## src/rtl/lifo_stream_reader.sv

```systemverilog
// LIFO drain engine: pops a counted (or until-empty) burst from a
// show-ahead LIFO into a 2-entry skid buffer feeding a valid/ready stream.
module lifo_stream_reader #(
  parameter int DATA_WIDTH  = 32,
  parameter int COUNT_WIDTH = 6
) (
  input  logic                   clk_i,
  input  logic                   reset_i,
  input  logic                   lifo_empty_i,
  input  logic [DATA_WIDTH-1:0]  pop_data_i,
  output logic                   pop_o,
  input  logic                   cmd_valid_i,
  input  logic [COUNT_WIDTH-1:0] cmd_count_i,
  output logic                   cmd_ready_o,
  output logic                   m_valid_o,
  input  logic                   m_ready_i,
  output logic [DATA_WIDTH-1:0]  m_data_o,
  output logic                   done_o,
  output logic [COUNT_WIDTH-1:0] drained_o,
  output logic                   underrun_o
);

  typedef enum logic [1:0] {
    IDLE  = 2'd0,
    DRAIN = 2'd1,
    FLUSH = 2'd2,
    DONE  = 2'd3
  } state_t;

  state_t                 state_q, state_d;
  logic [1:0]             occ_q, occ_d;
  logic [DATA_WIDTH-1:0]  b0_q, b0_d;
  logic [DATA_WIDTH-1:0]  b1_q, b1_d;
  logic [COUNT_WIDTH-1:0] rem_q, rem_d;
  logic [COUNT_WIDTH-1:0] drn_q, drn_d;
  logic                   unr_q, unr_d;
  logic                   cnt0_q, cnt0_d;

  logic pop;
  logic xfer;
  logic rdy;
  logic done;

  assign pop = (state_q == DRAIN) & ~lifo_empty_i
             & (occ_q != 2'd2)
             & ((rem_q != '0) | cnt0_q);
  assign xfer = (occ_q != 2'd0) & m_ready_i;

  // Reset masks the strobes combinationally so nothing leaks out
  // during the cycle reset is first sampled.
  assign pop_o       = pop & ~reset_i;
  assign m_valid_o   = (occ_q != 2'd0) & ~reset_i;
  assign m_data_o    = b0_q;
  assign done_o      = done & ~reset_i;
  assign cmd_ready_o = rdy & ~reset_i;
  assign drained_o   = drn_q;
  assign underrun_o  = unr_q;

  always_comb begin
    occ_d = occ_q;
    b0_d  = b0_q;
    b1_d  = b1_q;
    unique case ({pop, xfer})
      2'b10: begin
        occ_d = occ_q + 2'd1;
        if (occ_q == 2'd0) b0_d = pop_data_i;
        else               b1_d = pop_data_i;
      end
      2'b01: begin
        occ_d = occ_q - 2'd1;
        b0_d  = b1_q;
      end
      2'b11: begin
        if (occ_q == 2'd1) begin
          b0_d = pop_data_i;
        end else begin
          b0_d = b1_q;
          b1_d = pop_data_i;
        end
      end
      default: ;
    endcase
  end

  always_comb begin
    state_d = state_q;
    rem_d   = rem_q;
    cnt0_d  = cnt0_q;
    drn_d   = drn_q;
    unr_d   = unr_q;
    rdy     = 1'b0;
    done    = 1'b0;
    if (xfer && (drn_q != '1)) drn_d = drn_q + 1'b1;
    unique case (state_q)
      IDLE: begin
        rdy = 1'b1;
        if (cmd_valid_i) begin
          rem_d   = cmd_count_i;
          cnt0_d  = (cmd_count_i == '0);
          drn_d   = '0;
          unr_d   = 1'b0;
          state_d = DRAIN;
        end
      end
      DRAIN: begin
        if (pop) begin
          if (!cnt0_q) begin
            rem_d = rem_q - 1'b1;
            if (rem_q == {{(COUNT_WIDTH-1){1'b0}}, 1'b1})
              state_d = FLUSH;
          end
        end else if (lifo_empty_i) begin
          state_d = FLUSH;
          if (!cnt0_q && (rem_q != '0)) unr_d = 1'b1;
        end
      end
      FLUSH: begin
        if (occ_q == 2'd0) state_d = DONE;
      end
      DONE: begin
        done    = 1'b1;
        state_d = IDLE;
      end
      default: state_d = IDLE;
    endcase
  end

  always_ff @(posedge clk_i) begin
    if (reset_i) begin
      state_q <= IDLE;
      occ_q   <= 2'd0;
      b0_q    <= '0;
      b1_q    <= '0;
      rem_q   <= '0;
      drn_q   <= '0;
      unr_q   <= 1'b0;
      cnt0_q  <= 1'b0;
    end else begin
      state_q <= state_d;
      occ_q   <= occ_d;
      b0_q    <= b0_d;
      b1_q    <= b1_d;
      rem_q   <= rem_d;
      drn_q   <= drn_d;
      unr_q   <= unr_d;
      cnt0_q  <= cnt0_d;
    end
  end

endmodule

```

## config.mk

```make
export PLATFORM = sky130hd
export DESIGN_NAME = lifo_stream_reader
export DESIGN_NICKNAME = d
export VERILOG_FILES = /design/src/rtl/lifo_stream_reader.sv
export SDC_FILE = /design/constraint.sdc
export NUM_CORES = 1
export LEC_CHECK = 0
export ABC_AREA = 1
export ABC_CLOCK_PERIOD_IN_PS = 2100
export CORE_ASPECT_RATIO = 0.75
export CORE_MARGIN = 3
export CORE_UTILIZATION = 47
export DETAILED_ROUTE_END_ITERATION = 8
export GPL_TIMING_DRIVEN = 1
export PLACE_DENSITY_LB_ADDON = 0.05
export SLEW_MARGIN = 0
export SYNTH_ARGS = -nofsm -noshare
export SYNTH_HDL_FRONTEND = slang
export SYNTH_SLANG_ARGS = --single-unit
```

## constraint.sdc

```tcl
create_clock -name clk_i -period 2.1 [get_ports clk_i]
set_input_delay 0.42 -clock clk_i [delete_from_list [all_inputs] [get_ports clk_i]]
set_output_delay 0.42 -clock clk_i [all_outputs]
set_load 0.05 [all_outputs]
```

; ---- Word-level counts from Yosys, hierarchy flattened
; Index checks and enable logic that the tools add are counted.
[op_classes]
n_bitwise = 11
n_eq_ne = 23
addsub = 4
mux = 28
n_reduce_logical = 18
[op_table]
columns = operator, n
row1 = 32-bit two-way mux, 4
row2 = 32-bit case mux with 3 select lines, 1
row3 = 32-bit case mux with 2 select lines, 1
row4 = 6-bit two-way mux, 6
row5 = 2-bit != test (second input constant), 10
row6 = 2-bit two-way mux, 6
row7 = 6-bit case mux with 2 select lines, 1
row8 = 5-bit AND reduction, 2
row9 = 1-bit bitwise AND, 8
row10 = 2-bit equality test (second input constant), 4
row11 = 2-bit case mux with 4 select lines, 1
row12 = 2-bit nonzero test, 4
row13 = 6-bit by 1-bit adder with 6-bit output (second input constant), 1
row14 = 2-bit by 1-bit equality test with 1-bit output (second input constant), 3
row15 = 6-bit by 1-bit equality test with 1-bit output (second input constant), 1
row16 = 6-bit zero test, 1
row17 = 1-bit two-way mux, 6
row18 = 3-bit != test (second input constant), 2
row19 = 6-bit != test (second input constant), 1
row20 = 6-bit nonzero test, 1
row21 = 6-bit by 1-bit subtractor with 6-bit output (second input constant), 1
row22 = 2-bit zero test, 2
row23 = 2-bit case mux with 2 select lines, 1
row24 = 2-bit AND reduction, 2
row25 = other kinds (12), 14
[word_totals]
ff_bits = 82
in_bits = 43
out_inout_bits = 43

; ---- Longest topological paths before layout
; Gate-level depths: netlist of run 1.
[depth]
ltp_word = 7
depth_mapped = 14
mapped_depth_nobuf = 13

; ---- Least setup slack after synthesis of run 1
; Ideal clock, no wire load.
[synth_timing]
path_kind = flip-flop to flip-flop
start = register occ_q[0]
end = register b0_q[21] (netlist: m_data_o[21])
path_stages_with_launch = 15
setup_ns = 0.064
path_buffers = 2
t_arrival_ns = 2.069
period_less_slack_ns = 2.133
setup_slack_ns = -0.033
path_cell_list = dfxtp_1 -> inv_1 -> ha_1 -> inv_2 -> nand2_2 -> inv_2 -> buf_2 -> ha_1 -> inv_1 -> o21bai_2 -> buf_2 -> nand3_1 -> o21ai_0 -> a21oi_1 -> nor2_1
[synth_via]
elab_chain_len = 6
word_cells_on_any_way = 15
[synth_rtl]
columns = item, line
row1 = start: declaration, 31  ; logic [1:0] occ_q, occ_d;
row2 = start signal: assignment, 131  ; occ_q <= 2'd0;
row3 = start signal: assignment, 140  ; occ_q <= occ_d;
row4 = 2-bit != test, 45  ; & (occ_q != 2'd2)
row5 = 1-bit bitwise AND, 45
row6 = 1-bit bitwise AND, 46  ; & ((rem_q != '0) | cnt0_q);
row7 = 2-bit equality test / 2-bit by 1-bit equality test with 1-bit output (equally long branches), 63  ; unique case ({pop, xfer})
row8 = 2-bit != test (no source line) / 3-bit nonzero test (equally long branches), -
row9 = 2-bit AND reduction (no source line), -
row10 = end signal: assignment, 132  ; b0_q <= '0;
row11 = end signal: assignment, 141  ; b0_q <= b0_d;
row12 = end: declaration, 32  ; logic [DATA_WIDTH-1:0] b0_q, b0_d;
; Several ways; a longest one is shown, not always the timed one.
; A chain may end at the register's enable or synchronous reset.

; ---- Worst setup path in the final report of run 1
[layout_timing]
start = register occ_q[1]
end = register b1_q[15]
[layout_via]
elab_chain_len = 6
word_cells_on_any_way = 14
[layout_rtl]
columns = item, line
row1 = 2-bit != test, 45
row2 = 1-bit bitwise AND, 45
row3 = 1-bit bitwise AND, 46
row4 = 2-bit equality test, 63
row5 = 2-bit != test (no source line) / 2-bit nonzero test (equally long branches), -
row6 = 3-bit AND reduction (no source line), -
row7 = end signal: assignment, 133  ; b1_q <= '0;
row8 = end signal: assignment, 142  ; b1_q <= b1_d;
row9 = end: declaration, 33  ; logic [DATA_WIDTH-1:0] b1_q, b1_d;
; Several ways; a longest one is shown, not always the timed one.

==> Flow_metrics.wiki, run 1 <==
{| class="wikitable"
! Metric !! Value
|-
| RePlAce Congestion || about 0.9
|-
| Pin count of the biggest net entering global routing || 65
|-
| FFs w/ async S/R, synth || 0%
|-
| Compound-gate portion of the synthesized area || between 10% and 20%
|-
| Distinct cells, synth || 34
|-
| Standard-cell row count || 29
|-
| Half-perimeter wire length of the detailed placement result || approximately 7500 um
|-
| Clock period minus final worst setup slack || 2060 ps
|-
| IO buf count || 85
|-
| CTS Root Cell || sky130_fd_sc_hd__clkbuf_16
|-
| Hold WC Path Type || reg2reg
|-
| Main combinational cell family by area after synthesis || simple AND/OR/NAND/NOR gates
|-
| Result of the run || complete, no violations
|-
| Top flip-flop cell by instance count after synthesis || sky130_fd_sc_hd__dfxtp_1
|-
| Total core area || ~8700 um2
|-
| Sequential-to-total area share from yosys stat || ~38%
|-
| Initial standard-cell utilization of the core || between 40% and 50%
|-
| Synthesized-area fraction occupied by adder cells || about 3.8%
|-
| Final Setup Violations || 0
|-
| Antenna-violating nets left || 0
|-
| Syn. warnings || 0
|-
| Synthesized area per cell || 7.04 um2
|-
| Number of iterations in the first detailed-routing pass || 5
|-
| Post-Route Hold Slack || between 400 and 500 ps
|-
| Clock slew seen by the registers of the worst setup and hold paths || 60 ps
|-
| Worst-path fanout max || 17
|-
| Data arrival, critical path || approximately 2300 ps
|-
| Post-synthesis xor/xnor area fraction || 0.809%
|-
| Fraction of layout instances using a drive strength above 1 || 12.6%
|-
| Clock insertion delay at the later pin of the skew report || around 340 ps
|-
| Required time at the worst-slack endpoint || around 2300 ps
|-
| Transition time at the pin with the least slew margin || approximately 540 ps
|-
| Final hold violation count || 0
|-
| Worst setup slack after placement || -278 ps
|-
| TNS Setup || 0 ps
|-
| Count of pins over their slew limit || 0
|-
| Overall routed net length || between 10000 and 15000 um
|-
| TritonCTS clock tree || built
|-
| Leakage || roughly 2.6 nW
|-
| Crit path launch type || register
|-
| DIE HEIGHT || 89.1 um
|-
| Number of fill cells || about 710
|-
| Cell count after synthesis || 615
|-
| Antenna violations before repair || 0
|-
| Drt via density || ~5.3
|-
| Die area || between 10000 and 15000 um2
|-
| Total routing usage reported by global routing || a little over a fifth
|-
| Buffer levels on the longest clock path || 2
|-
| Area Growth Syn to Fin || 39.6%
|-
| Post-synthesis share of cell area spent on and, or, nand and nor gates || around a quarter
|-
| Die width || between 100 and 150 um
|-
| Via count of the first global-routing pass || around 3900
|-
| Overflow left after global routing || 0
|-
| Number of vias in the routed layout || ~4400
|-
| First-pass GRT wire length || 18200 um
|-
| Power per Cell Area || ~1500 nW/um2
|-
| Routed length per instance || roughly 14 um
|-
| I/O pin total || between 80 and 90
|-
| Headroom to the max-slew limit || 64.1%
|-
| Number of buffers added by the clock tree synthesis step || 9
|-
| Crit end category || register
|-
| Flop and latch count out of synthesis || between 80 and 90
|-
| Crit Path Category || reg2reg
|-
| Post-synth net total || 671
|-
| Number of DRC violations after detailed routing || 0
|-
| Antenna fix cells || 0
|-
| Number of enable flip-flop cells after synthesis || 0
|-
| Share of the clock period used by the worst path || a little over nine tenths
|-
| Least setup slack across all paths after layout || between 40 and 50 ps
|-
| Synthesized cell area || between 4000 and 5000 um2
|-
| Max Clock Freq || approximately 0.49 GHz
|-
| Number of levels in the clock H-tree || 3
|-
| Skew final || 5.93 ps
|-
| Final Net Count || between 700 and 800
|-
| Fraction of synthesized area in multiplexers || 0%
|-
| Hold buffer count at CTS || 0
|-
| # clock sinks || between 80 and 90
|-
| Max-capacitance violation count || 0
|-
| Number of DRC markers after the initial detailed-route iteration || roughly 500
|-
| Highest ir drop seen on vdd || 0.00100 V
|}
## critical path, cell delays in order, from the launching register on
cell and delay (ps):
sky130_fd_sc_hd__dfxtp_1 330, sky130_fd_sc_hd__inv_1 90, sky130_fd_sc_hd__ha_4 210, sky130_fd_sc_hd__inv_2 90, sky130_fd_sc_hd__nand2_2 70, sky130_fd_sc_hd__buf_4 140
sky130_fd_sc_hd__ha_1 220, sky130_fd_sc_hd__nand2_1 130, sky130_fd_sc_hd__o211ai_4 90, sky130_fd_sc_hd__buf_12 150, sky130_fd_sc_hd__buf_12 140, sky130_fd_sc_hd__o21ai_0 190
sky130_fd_sc_hd__a21oi_1 70
## area by class of cell
type	count	area [um2]	share of cell area, %
flip-flops and latches	82	1640	27.2
repair buffers	127	1410	23.4
clock buffers	10	239	3.95
clock inverters	5	55.1	0.911
well taps	108	135	2.24
multi-input cells	401	2200	36.4
inverters	95	359	5.94
## path summary, 6_finish.rpt
path | from | to | slack [ps] | depth (start not counted)
worst min register to register | b1_q[10] | b1_q[10] | 440 | 2
worst max-delay path | occ_q[1] | b1_q[15] | 40 | 12
worst max register to register | occ_q[1] | b1_q[15] | 40 | 12
worst min-delay path | b1_q[10] | b1_q[10] | 440 | 2
## synth_stat cells, types with 3 or more instances
cell	number	area, um2
sky130_fd_sc_hd__nand3_1	46	230
sky130_fd_sc_hd__ha_1	13	163
sky130_fd_sc_hd__inv_1	90	338
sky130_fd_sc_hd__a21oi_1	78	390
sky130_fd_sc_hd__o21ai_1	28	140
sky130_fd_sc_hd__nand2_1	74	278
sky130_fd_sc_hd__nand4_1	3	18.8
sky130_fd_sc_hd__inv_2	3	11.3
sky130_fd_sc_hd__buf_2	18	90.1
sky130_fd_sc_hd__buf_1	3	11.3
sky130_fd_sc_hd__o21ai_0	47	235
sky130_fd_sc_hd__dfxtp_1	82	1640
sky130_fd_sc_hd__xor2_1	3	26.3
sky130_fd_sc_hd__clkbuf_1	6	22.5
sky130_fd_sc_hd__nor3_1	3	15.0
sky130_fd_sc_hd__nor2_1	58	218
sky130_fd_sc_hd__buf_6	6	67.6
sky130_fd_sc_hd__nand2_2	3	18.8
sky130_fd_sc_hd__nand3b_1	32	240
## per-stage QoR
| stage | total power [mW] | cells | area, um2 | utilization (%) |
|---|---|---|---|---|
| after floorplan | 5.52 | 615 | 4340 | - |
| after global placement | 6.85 | 801 | 5460 | 62.7 |
| after detailed placement | 6.92 | 801 | 5460 | 62.7 |
| after CTS | 8.52 | 816 | 5770 | 66.3 |
| after global routing | 9.37 | 828 | 6050 | 69.4 |
| final | 8.85 | 828 | 6050 | 69.4 |
## kinds of logic after synthesis
group,Yosys count
adders and majority gates,13
DFF,82
and+or+nand+nor,226
xor gates and xnor gates,4
AOI/OAI and AO/OA,158
buffers and inverters,132
## state kept, by name, indices dropped and copies added (netlist names)
signal,cells
rem_q,6
drained_o,6
b1_q,32
m_data_o,32
cnt0_q,1
underrun_o,1
occ_q,2
state_q,2
## placed cells by master, fill, tap and decap left out, drive strengths merged
cell type,synthesis,layout
nor2,61,61
inv,94,94
clkdlybuf4s50,0,81
o21ai,75,75
xor2,3,3
nand4,4,4
nor4,1,1
xnor2,1,1
buf,29,41
clkinvlp,0,2
nand2,79,79
a211oi,1,1
a21oi,80,80
nand3b,32,32
o21bai,1,1
nand3,46,46
ha,13,13
nor3,3,3
bufinv,0,1
dfxtp,82,82
clkbuf,8,15
clkinv,1,3
o211ai,1,1
## report_power, final
group          switching [mW]  leakage (nW)  internal, mW
clock                   0.626         0.140         0.942
combinational            2.92          1.78          1.90
sequential              0.334         0.670          2.13
total                    3.88          2.59          4.97
## per-layer routing
layer | wire length (um) | GRT usage [%]
met5 | 0 | 0
met4 | 107 | 5.94
met3 | 819 | 5.07
met2 | 5140 | 32.8
met1 | 5790 | 31.8
## what timing repair did
item | in CTS | in global routing
gates cloned | 0 | 7
pin swaps | 1 | 7
setup endpoints to repair | 3 | 65
buffers inserted | 0 | 5
gates resized for setup | 5 | 20
No activity file was read; power rests on OpenSTA's default activity.
==> run 2, diff against run 1 <==
--- a/config.mk
+++ b/config.mk
@@ -13,7 +13,7 @@
 export DETAILED_ROUTE_END_ITERATION = 8
 export GPL_TIMING_DRIVEN = 1
 export PLACE_DENSITY_LB_ADDON = 0.05
-export SLEW_MARGIN = 0
+export SLEW_MARGIN = 5
 export SYNTH_ARGS = -nofsm -noshare
 export SYNTH_HDL_FRONTEND = slang
 export SYNTH_SLANG_ARGS = --single-unit
==> results of run 2 <==
No change in the layout: final DEF, timing and power equal those of run 1.
